===== src/rtl/decoder_rr_sched.sv =====
`default_nettype none
// ============================================================================
// Module      : decoder_rr_sched
// Description : Round-robin scheduler that shares a 3-to-8 decoder select path
//               between eight requesters. Arbitrates the request vector, holds
//               each grant for at most HOLD_MAX cycles and drives the decoder
//               enable/select plus the decoded one-hot grant.
// Ports       : clk   - clock, all state updates on rising edge
//               rst_n - asynchronous active-low reset
//               req   - [7:0] level request per requester
//               en    - decoder enable, 1 while a grant is active
//               i     - [2:0] decoder select (granted requester index)
//               y     - [7:0] one-hot grant, 8'h00 when en=0
//               busy  - copy of en for status/handshake
// Config      : DECODER_RR_SCHED_PRIO0_EN - when defined, requester 0 wins every
//               arbitration it requests and does not move the rotation pointer.
// Revision    : 1.0 - initial release
// ============================================================================
module decoder_rr_sched #(
  parameter int HOLD_MAX = 4
) (
  input  logic       clk,
  input  logic       rst_n,
  input  logic [7:0] req,
  output logic       en,
  output logic [2:0] i,
  output logic [7:0] y,
  output logic       busy
);

  localparam int              CNT_W    = (HOLD_MAX > 1) ? $clog2(HOLD_MAX) : 1;
  localparam logic [CNT_W-1:0] CNT_LAST = CNT_W'(HOLD_MAX - 1);

  typedef enum logic [0:0] {
    S_IDLE  = 1'b0,
    S_GRANT = 1'b1
  } state_t;

  state_t           state, state_nxt;
  logic [2:0]       ptr, ptr_nxt;
  logic [CNT_W-1:0] cnt, cnt_nxt;
  logic [2:0]       i_nxt;
  logic [7:0]       y_nxt;

  logic       arb;      // an arbitration point occurs on this edge
  logic [2:0] base;     // search start for this arbitration
  logic [7:0] mask;     // request vector seen by the rotating search
  logic [3:0] found;    // {hit, index} of the rotating search
  logic       hit;
  logic [2:0] pick;

  // First set bit scanning start, start+1, ..., start+7 (mod 8).
  // Iterating downward lets the nearest candidate overwrite farther ones.
  function automatic logic [3:0] rr_search(input logic [7:0] r, input logic [2:0] start);
    logic [3:0] res;
    logic [2:0] idx;
    res = 4'b0000;
    for (int k = 7; k >= 0; k--) begin
      idx = start + 3'(k);
      if (r[idx]) res = {1'b1, idx};
    end
    return res;
  endfunction

  always_comb begin
    state_nxt = state;
    ptr_nxt   = ptr;
    cnt_nxt   = cnt;
    i_nxt     = i;
    arb       = 1'b0;
    base      = ptr;
    mask      = req;
    hit       = 1'b0;
    pick      = 3'd0;

    case (state)
      S_IDLE: begin
        if (req != 8'h00) arb = 1'b1;
      end
      S_GRANT: begin
        if (!req[i] || (cnt == CNT_LAST)) begin
          arb = 1'b1;
`ifdef DECODER_RR_SCHED_PRIO0_EN
          if (i != 3'd0) begin
            base    = i + 3'd1;
            ptr_nxt = i + 3'd1;
          end else begin
            // Priority owner releasing: give others a turn first, rotation
            // pointer untouched so 1..7 keep their order.
            mask = req & 8'hFE;
          end
`else
          base    = i + 3'd1;
          ptr_nxt = i + 3'd1;
`endif
        end else begin
          cnt_nxt = cnt + CNT_W'(1);
        end
      end
      default: state_nxt = S_IDLE;
    endcase

    found = rr_search(mask, base);

`ifdef DECODER_RR_SCHED_PRIO0_EN
    if (mask[0]) begin
      hit  = 1'b1;
      pick = 3'd0;
    end else if (found[3]) begin
      hit  = 1'b1;
      pick = found[2:0];
    end else if (req[0]) begin
      // Only reachable when requester 0 released with nobody else waiting.
      hit  = 1'b1;
      pick = 3'd0;
    end
`else
    hit  = found[3];
    pick = found[2:0];
`endif

    if (arb) begin
      if (hit) begin
        state_nxt = S_GRANT;
        i_nxt     = pick;
        cnt_nxt   = '0;
      end else begin
        // i keeps its last value while idle
        state_nxt = S_IDLE;
      end
    end

    y_nxt = (state_nxt == S_GRANT) ? (8'd1 << i_nxt) : 8'h00;
  end

  always_ff @(posedge clk or negedge rst_n) begin
    if (!rst_n) begin
      state <= S_IDLE;
      ptr   <= 3'd0;
      cnt   <= '0;
      i     <= 3'd0;
      y     <= 8'h00;
    end else begin
      state <= state_nxt;
      ptr   <= ptr_nxt;
      cnt   <= cnt_nxt;
      i     <= i_nxt;
      y     <= y_nxt;
    end
  end

  // The state flop itself is the enable register.
  assign en   = (state == S_GRANT);
  assign busy = en;

endmodule
`default_nettype wire


===== config.mk =====
export PLATFORM = sky130hd
export DESIGN_NAME = decoder_rr_sched
export DESIGN_NICKNAME = d
export VERILOG_FILES = /design/src/rtl/decoder_rr_sched.sv
export SDC_FILE = /design/constraint.sdc
export NUM_CORES = 1
export LEC_CHECK = 0
export BUFFER_PORTS_ARGS = -buffer_cell sky130_fd_sc_hd__buf_2
export CAP_MARGIN = 20
export CORE_AREA = 2 2 47 93
export DETAILED_ROUTE_END_ITERATION = 6
export DIE_AREA = 0 0 49 95
export GPL_TIMING_DRIVEN = 0
export PLACE_DENSITY = 0.83
export SYNTH_ARGS = -nofsm -noshare
export SYNTH_HDL_FRONTEND = slang
export SYNTH_SLANG_ARGS = --single-unit

===== constraint.sdc =====
create_clock -name clk -period 5.55 [get_ports clk]
set_clock_uncertainty 0.05 [all_clocks]
set_input_delay 1.11 -clock clk [delete_from_list [all_inputs] [get_ports clk]]
set_output_delay 1.11 -clock clk [all_outputs]
set_load 0.03 [all_outputs]

==> impl_metrics.yaml, run 1 <==
logic_synthesis:
  synth.top_cells.by_area: "sky130_fd_sc_hd__dfrtp_1 19%, sky130_fd_sc_hd__mux2i_1 6.1%, sky130_fd_sc_hd__nor2_1 4.4%"
  ys_ff_latch: 17
  async_flop_share_pct: 100.0
  avgSynthCellArea_sq_um: 7.732
  synth.cell_area_sq_um: 2281
  sequential_area_share_after_synthesis_pct: 18.65
  synth.net_count: 308
  yosys.area.top_type_share_pct: 18.65
  netlist.top_cell.by_area: "sky130_fd_sc_hd__dfrtp_1"
  post_syn_instances: 295
  synthDistinctLibCells: 65
  synth-edff-count: 0
  commonest_register_cell_after_synthesis: "sky130_fd_sc_hd__dfrtp_1"
  yosys_warnings: 0
cells_and_area:
  synth_to_final_area_change_pct: 12.73
  ff_latch_area_sq_um: 425.4
  most-common-layout-cells: "27 x sky130_fd_sc_hd__nor2_1, 26 x sky130_fd_sc_hd__nand2_1, 24 x sky130_fd_sc_hd__buf_2"
  num_antenna_cells: 0
  mostFrequentLayoutCell: "sky130_fd_sc_hd__nor2_1"
  n_fill_cell: 344
  nets_finish: 335
  post_route_cells_drive_above_1_share_pct: 23.36
  multi_input_comb_area_sq_um: 1717
  final_area_sq_um: 2571
critical_path:
  critical-path-slowest-cell: "sky130_fd_sc_hd__or4_4"
  cp_top_family: "simple AND/OR/NAND/NOR gates"
  worst-setup-path-type: "in2reg"
  worstReg2RegStart: "i[0]$_DFF_PN0_"
  cp-start-kind: "primary input"
  largest_incremental_delay_on_the_critical_path_ps: 590
  worst_path_required_ps: 5670
  path_cells: "buf_2 -> nand2_1 -> a41o_1 -> buf_6 -> o31ai_2 -> mux2i_2 -> bufinv_8 -> ha_1 -> inv_1 -> and3_1 -> or2_1 -> clkbuf_2 -> mux4_2 -> or4_4 -> or3_4 -> o211a_2 -> nor2_4 -> inv_2 -> nor3_2"
  critical_path.max_fanout: 22
  crit_end_element: "register"
  worst_ep_arrival_time_ps: 5570
  setup.reg_to_reg.worst_slack_ps: 580
  rr_worst_depth: 19
  worst_r2r_endpoint: "y[4]$_DFF_PN0_"
  worst-path-buf-inv: 6
drt:
  dr.first_iter.drc_count: 134
  drtAntennaViolNets: 0
  detail_route.drc_violations: 0
  detail_route.wl_per_cell_um: 18.44
  post_drt_via_cell_ratio: 6.898
  route.final.wire_length_um: 6879
  route.vias.total: 2573
  drt_pre_antenna_iters: 5
global_routing:
  grt_antenna_before_repair: 0
  first_pass_grt_wire_length_um: 11400
  vias_in_the_first_global_route: 2434
  grt_use_total_pct: 30.85
  grt_remaining_overflow: 0
  grt_start_max_net_pins: 23
clock_tree:
  holdBufCountCts: 0
  cts_inserted_buffers: 3
  worst_skew_pair.late_latency_ps: 250
  cts.clk_slew.worst_paths_ps: 60
  numClockSinks: 17
  cts-root-buf: "sky130_fd_sc_hd__clkbuf_8"
  cts.htree.levels: 1
  cts_tree: "built"
  cts_buffer_depth: 2
sta:
  finalCritPeriodShare_pct: 98.27
  worst_slew_pin_slew_ps: 1004
  fmaxAchievable_mhz: 183.4
  worst_slew_margin_rel_pct: 32.53
  timing.final.max_slew_violations: 0
  min_period_ps: 5454
  timing_hold_violations_final: 0
  finalSetupViolations: 0
placed_design:
  hpwl_um: 5033
  gp_congestion: 0.9630
  io_buffers: 22
  dpl_cell_area_sq_um: 2470
run_status:
  run_status: "completed"
die:
  core.rowCount: 33
  initial_utilization_pct: 56.95
  floorplan.core_area_sq_um: 4005
  fp.dieArea_sq_um: 4655
  fp.dieW_um: 49
  boundaryPins: 23
  die-height_um: 95
job:
  timing.max_cap.violations: 0
hold_path:
  hp-start: "cnt[0]$_DFF_PN0_"
  hold-path-cell-count: 1
  min_delay_worst_endpoint: "cnt[0]$_DFF_PN0_"
  hold_path.class: "reg2reg"
-- sequential cells by signal, summed over array words and instances, names as in the netlist --
name,flops
y,8
busy,1
i,3
ptr,3
cnt,2
-- worst register-to-register path, stage by stage (launching register included) --
cell	delay (ps)
sky130_fd_sc_hd__dfrtp_1	390
sky130_fd_sc_hd__buf_6	170
sky130_fd_sc_hd__nand2_1	130
sky130_fd_sc_hd__a41o_1	310
sky130_fd_sc_hd__buf_6	160
sky130_fd_sc_hd__o31ai_2	280
sky130_fd_sc_hd__mux2i_2	330
sky130_fd_sc_hd__bufinv_8	280
sky130_fd_sc_hd__ha_1	230
sky130_fd_sc_hd__inv_1	110
sky130_fd_sc_hd__and3_1	200
sky130_fd_sc_hd__or2_1	110
sky130_fd_sc_hd__clkbuf_2	190
sky130_fd_sc_hd__mux4_2	350
sky130_fd_sc_hd__or4_4	590
sky130_fd_sc_hd__or3_4	420
sky130_fd_sc_hd__o211a_2	160
sky130_fd_sc_hd__nor2_4	160
sky130_fd_sc_hd__inv_2	80
sky130_fd_sc_hd__nor3_2	180
-- worst max path at each step --
stage            from             end  slack (ps)  cells past startpoint
5_1_grt        req[5]  y[4]$_DFF_PN0_         -30                     19
4_1_cts        req[5]  y[4]$_DFF_PN0_          60                     20
3_5_place_dp   req[5]  y[4]$_DFF_PN0_        -870                     19
6_report       req[5]  y[4]$_DFF_PN0_         100                     19
2_1_floorplan  req[5]  y[7]$_DFF_PN0_          50                     18
3_3_place_gp   req[5]  y[3]$_DFF_PN0_        -760                     19
-- logic make-up after synthesis --
group	count (synthesis)	synth area share [%]
adders and majority gates	3	1.646
AOI/OAI and AO/OA	98	31.71
DFF	17	18.65
and+or+nand+nor	115	26.99
buffers and inverters	36	7.953
muxes	23	11.90
xor gates and xnor gates	3	1.152
-- final cells by class --
| cell class | instances | area share (%) |
|---|---|---|
| plain buffers | 19 | 4.672 |
| clock buffers | 4 | 1.752 |
| inverters | 14 | 2.579 |
| multi-input cells | 242 | 66.76 |
| flip-flops and latches | 17 | 16.54 |
| well taps | 52 | 2.530 |
| repair buffers | 25 | 5.158 |
-- metrics by stage --
step,TNS (ps),hold WS [ps],worst slack [ps],std cells,util (%)
final,0,440.7,96.06,373,64.20
after global routing,-93.67,472.3,-34.84,373,64.20
after CTS,0,442.6,57.48,373,62.89
after detailed placement,-9449,423.7,-866.8,370,61.67
after global placement,-7856,424.0,-760.8,369,61.32
after floorplan,0,407.3,49.75,295,-
-- synthesized netlist by cell type, types with 9 or more instances --
| master | count |
|---|---|
| sky130_fd_sc_hd__o211ai_1 | 9 |
| sky130_fd_sc_hd__a21oi_1 | 18 |
| sky130_fd_sc_hd__nand2_1 | 26 |
| sky130_fd_sc_hd__inv_1 | 12 |
| sky130_fd_sc_hd__nor3_1 | 11 |
| sky130_fd_sc_hd__dfrtp_1 | 17 |
| sky130_fd_sc_hd__mux2i_1 | 14 |
| sky130_fd_sc_hd__o21ai_0 | 13 |
| sky130_fd_sc_hd__nor2_1 | 27 |
-- metal layers --
metal	GRT usage, %	wire (um)	vias up
met3	3.165	526	37
met5	0	0	-
met4	15.71	352	0
met1	36.98	2543	1187
li1	-	-	1187
met2	54.00	3457	162
-- repair_timing --
action                     in CTS  in global routing
gates resized for setup         2                 10
setup endpoints to repair      12                 10
setup buffers                   1                  1
Power of run 1 is not shown: default switching activity piles up to over one toggle a cycle in this logic, so the estimate is an artifact.
==> run 2, diff against run 1 <==
- ABC_CLOCK_PERIOD_IN_PS: unset -> 5200
- clock period: 5.55 -> 5.2 ns (I/O delays scaled with it)
==> impl_metrics.yaml, run 2 (same netlist as run 1, synthesis figures left out) <==
placed_design:
  hpwl_um: 5037
  io_buffers: 22
  gp_congestion: 1.007
  place_inst: 370
die:
  fp.dieArea_sq_um: 4655
  initial_utilization_pct: 56.95
  boundaryPins: 23
  fp.dieW_um: 49
  core.rowCount: 33
  floorplan.core_area_sq_um: 4005
  die-height_um: 95
cells_and_area:
  final-instance-count-excl-fill: 376
  biggestRegsByFlops: "y (8), i (3), ptr (3)"
  post_route_cells_drive_above_1_share_pct: 26.85
  n_fill_cell: 339
  largest_reg_flops: 8
  most-common-layout-cells: "26 x sky130_fd_sc_hd__nor2_1, 25 x sky130_fd_sc_hd__nand2_1, 24 x sky130_fd_sc_hd__buf_2"
  regMostFlops: "y"
  nets_finish: 338
  synth_to_final_area_change_pct: 15.91
  num_antenna_cells: 0
  mostFrequentLayoutCell: "sky130_fd_sc_hd__nor2_1"
critical_path:
  worstReg2RegStart: "i[0]$_DFF_PN0_"
  critical_path.max_fanout: 19
  worst-setup-path-type: "in2reg"
  rr_worst_depth: 20
  cp-start-kind: "primary input"
  worst_path_required_ps: 5290
  worst_r2r_endpoint: "y[7]$_DFF_PN0_"
  worst_ep_arrival_time_ps: 5130
  crit_end_element: "register"
  setup.reg_to_reg.worst_slack_ps: 470
hold_path:
  hp-start: "cnt[0]$_DFF_PN0_"
  hold_path.class: "reg2reg"
  min_delay_worst_endpoint: "cnt[0]$_DFF_PN0_"
  hold-path-cell-count: 1
global_routing:
  first_pass_grt_wire_length_um: 11630
  grt_antenna_before_repair: 0
  grt_use_total_pct: 31.28
  grt_start_max_net_pins: 20
  vias_in_the_first_global_route: 2479
  grt_util_met2_pct: 53.77
  grt.met3_usage_pct: 1.899
  gr-max-usage-layer: "met2"
  grt_remaining_overflow: 0
  use_met1_pct: 38.55
sta:
  timing.final.max_slew_violations: 0
  worst_slew_pin_slew_ps: 1056
  timing_hold_violations_final: 0
  min_period_ps: 5041
  finalCritPeriodShare_pct: 96.93
  fmaxAchievable_mhz: 198.4
  finalSetupViolations: 0
  worst_slew_margin_rel_pct: 29.02
clock_tree:
  cts.clk_slew.worst_paths_ps: 70
  cts.htree.levels: 1
  cts_buffer_depth: 2
  worst_skew_pair.late_latency_ps: 250
  numClockSinks: 17
  cts-root-buf: "sky130_fd_sc_hd__clkbuf_8"
  cts_tree: "built"
  cts_inserted_buffers: 3
drt:
  drtAntennaViolNets: 0
  dr.first_iter.drc_count: 120
  drt_pre_antenna_iters: 5
  detail_route.wl_per_cell_um: 18.80
  route.vias.total: 2591
  detail_route.drc_violations: 0
  route.final.wire_length_um: 7069
  post_drt_via_cell_ratio: 6.891
run_status:
  run_status: "completed"
job:
  timing.max_cap.violations: 0
==> run 2: layout make-up <==
type / instances / area (sq um) / area share [%]
clock inverter: 1 / 7.507 / 0.2840
sequential: 17 / 425.4 / 16.09
multi-input combinational: 242 / 1759 / 66.54
tap: 52 / 65.06 / 2.461
clock buffer: 3 / 41.29 / 1.562
timing repair buffer: 27 / 150.1 / 5.679
inverter: 14 / 52.55 / 1.988
buffer: 20 / 142.6 / 5.395
==> run 2: worst max-delay path, stage by stage <==
cell and delay [ps]:
sky130_fd_sc_hd__buf_2 160, sky130_fd_sc_hd__mux2i_2 120, sky130_fd_sc_hd__and3_4 210, sky130_fd_sc_hd__buf_6 150
sky130_fd_sc_hd__o31ai_4 240, sky130_fd_sc_hd__mux2i_2 290, sky130_fd_sc_hd__inv_2 110, sky130_fd_sc_hd__buf_8 170
sky130_fd_sc_hd__ha_2 200, sky130_fd_sc_hd__inv_1 110, sky130_fd_sc_hd__and3_4 190, sky130_fd_sc_hd__or2_1 100
sky130_fd_sc_hd__clkbuf_4 180, sky130_fd_sc_hd__mux4_2 330, sky130_fd_sc_hd__or4_4 590, sky130_fd_sc_hd__or3_4 410
sky130_fd_sc_hd__o211a_2 150, sky130_fd_sc_hd__nor2_4 140, sky130_fd_sc_hd__inv_2 80, sky130_fd_sc_hd__and3_1 150
==> run 2: how the worst max path moves through the flow <==
stage | startpoint | end | slack [ps] | cells past startpoint
final | req[6] | y[7]$_DFF_PN0_ | 160 | 20
after global routing | req[6] | y[3]$_DFF_PN0_ | -20 | 19
after global placement | req[5] | y[3]$_DFF_PN0_ | -640 | 21
after floorplan | req[5] | y[7]$_DFF_PN0_ | 6 | 20
after CTS | req[0] | y[7]$_DFF_PN0_ | 30 | 20
after detailed placement | req[5] | y[7]$_DFF_PN0_ | -680 | 21
==> run 2: timing repair <==
item                       4_1_cts  5_1_grt
setup endpoints to repair       12       11
hold buffers                     0        0
buffers inserted                 3        1
pin swaps                        1        1
resized for setup                5       16
==> run 2: metrics by stage <==
stage	setup TNS (ps)	instance area (sq um)	utilization [%]	setup WS, ps	hold WS, ps
after CTS	0	2570	64.17	25.83	470.9
final	0	2644	66.01	159.5	468.5
after floorplan	0	2296	-	5.911	407.3
after global routing	-73.21	2644	66.01	-24.22	493.9
after global placement	-6295	2471	61.70	-635.4	423.8
after detailed placement	-6964	2485	62.04	-680.0	424.5
==> run 2: metal layers <==
layer	part of all wire [%]	vias to the layer above
li1	-	1195
met1	38	1211
met2	50	160
met3	8.0	25
met4	4.0	0
met5	0	-
Power of run 2 is left out for the same reason.
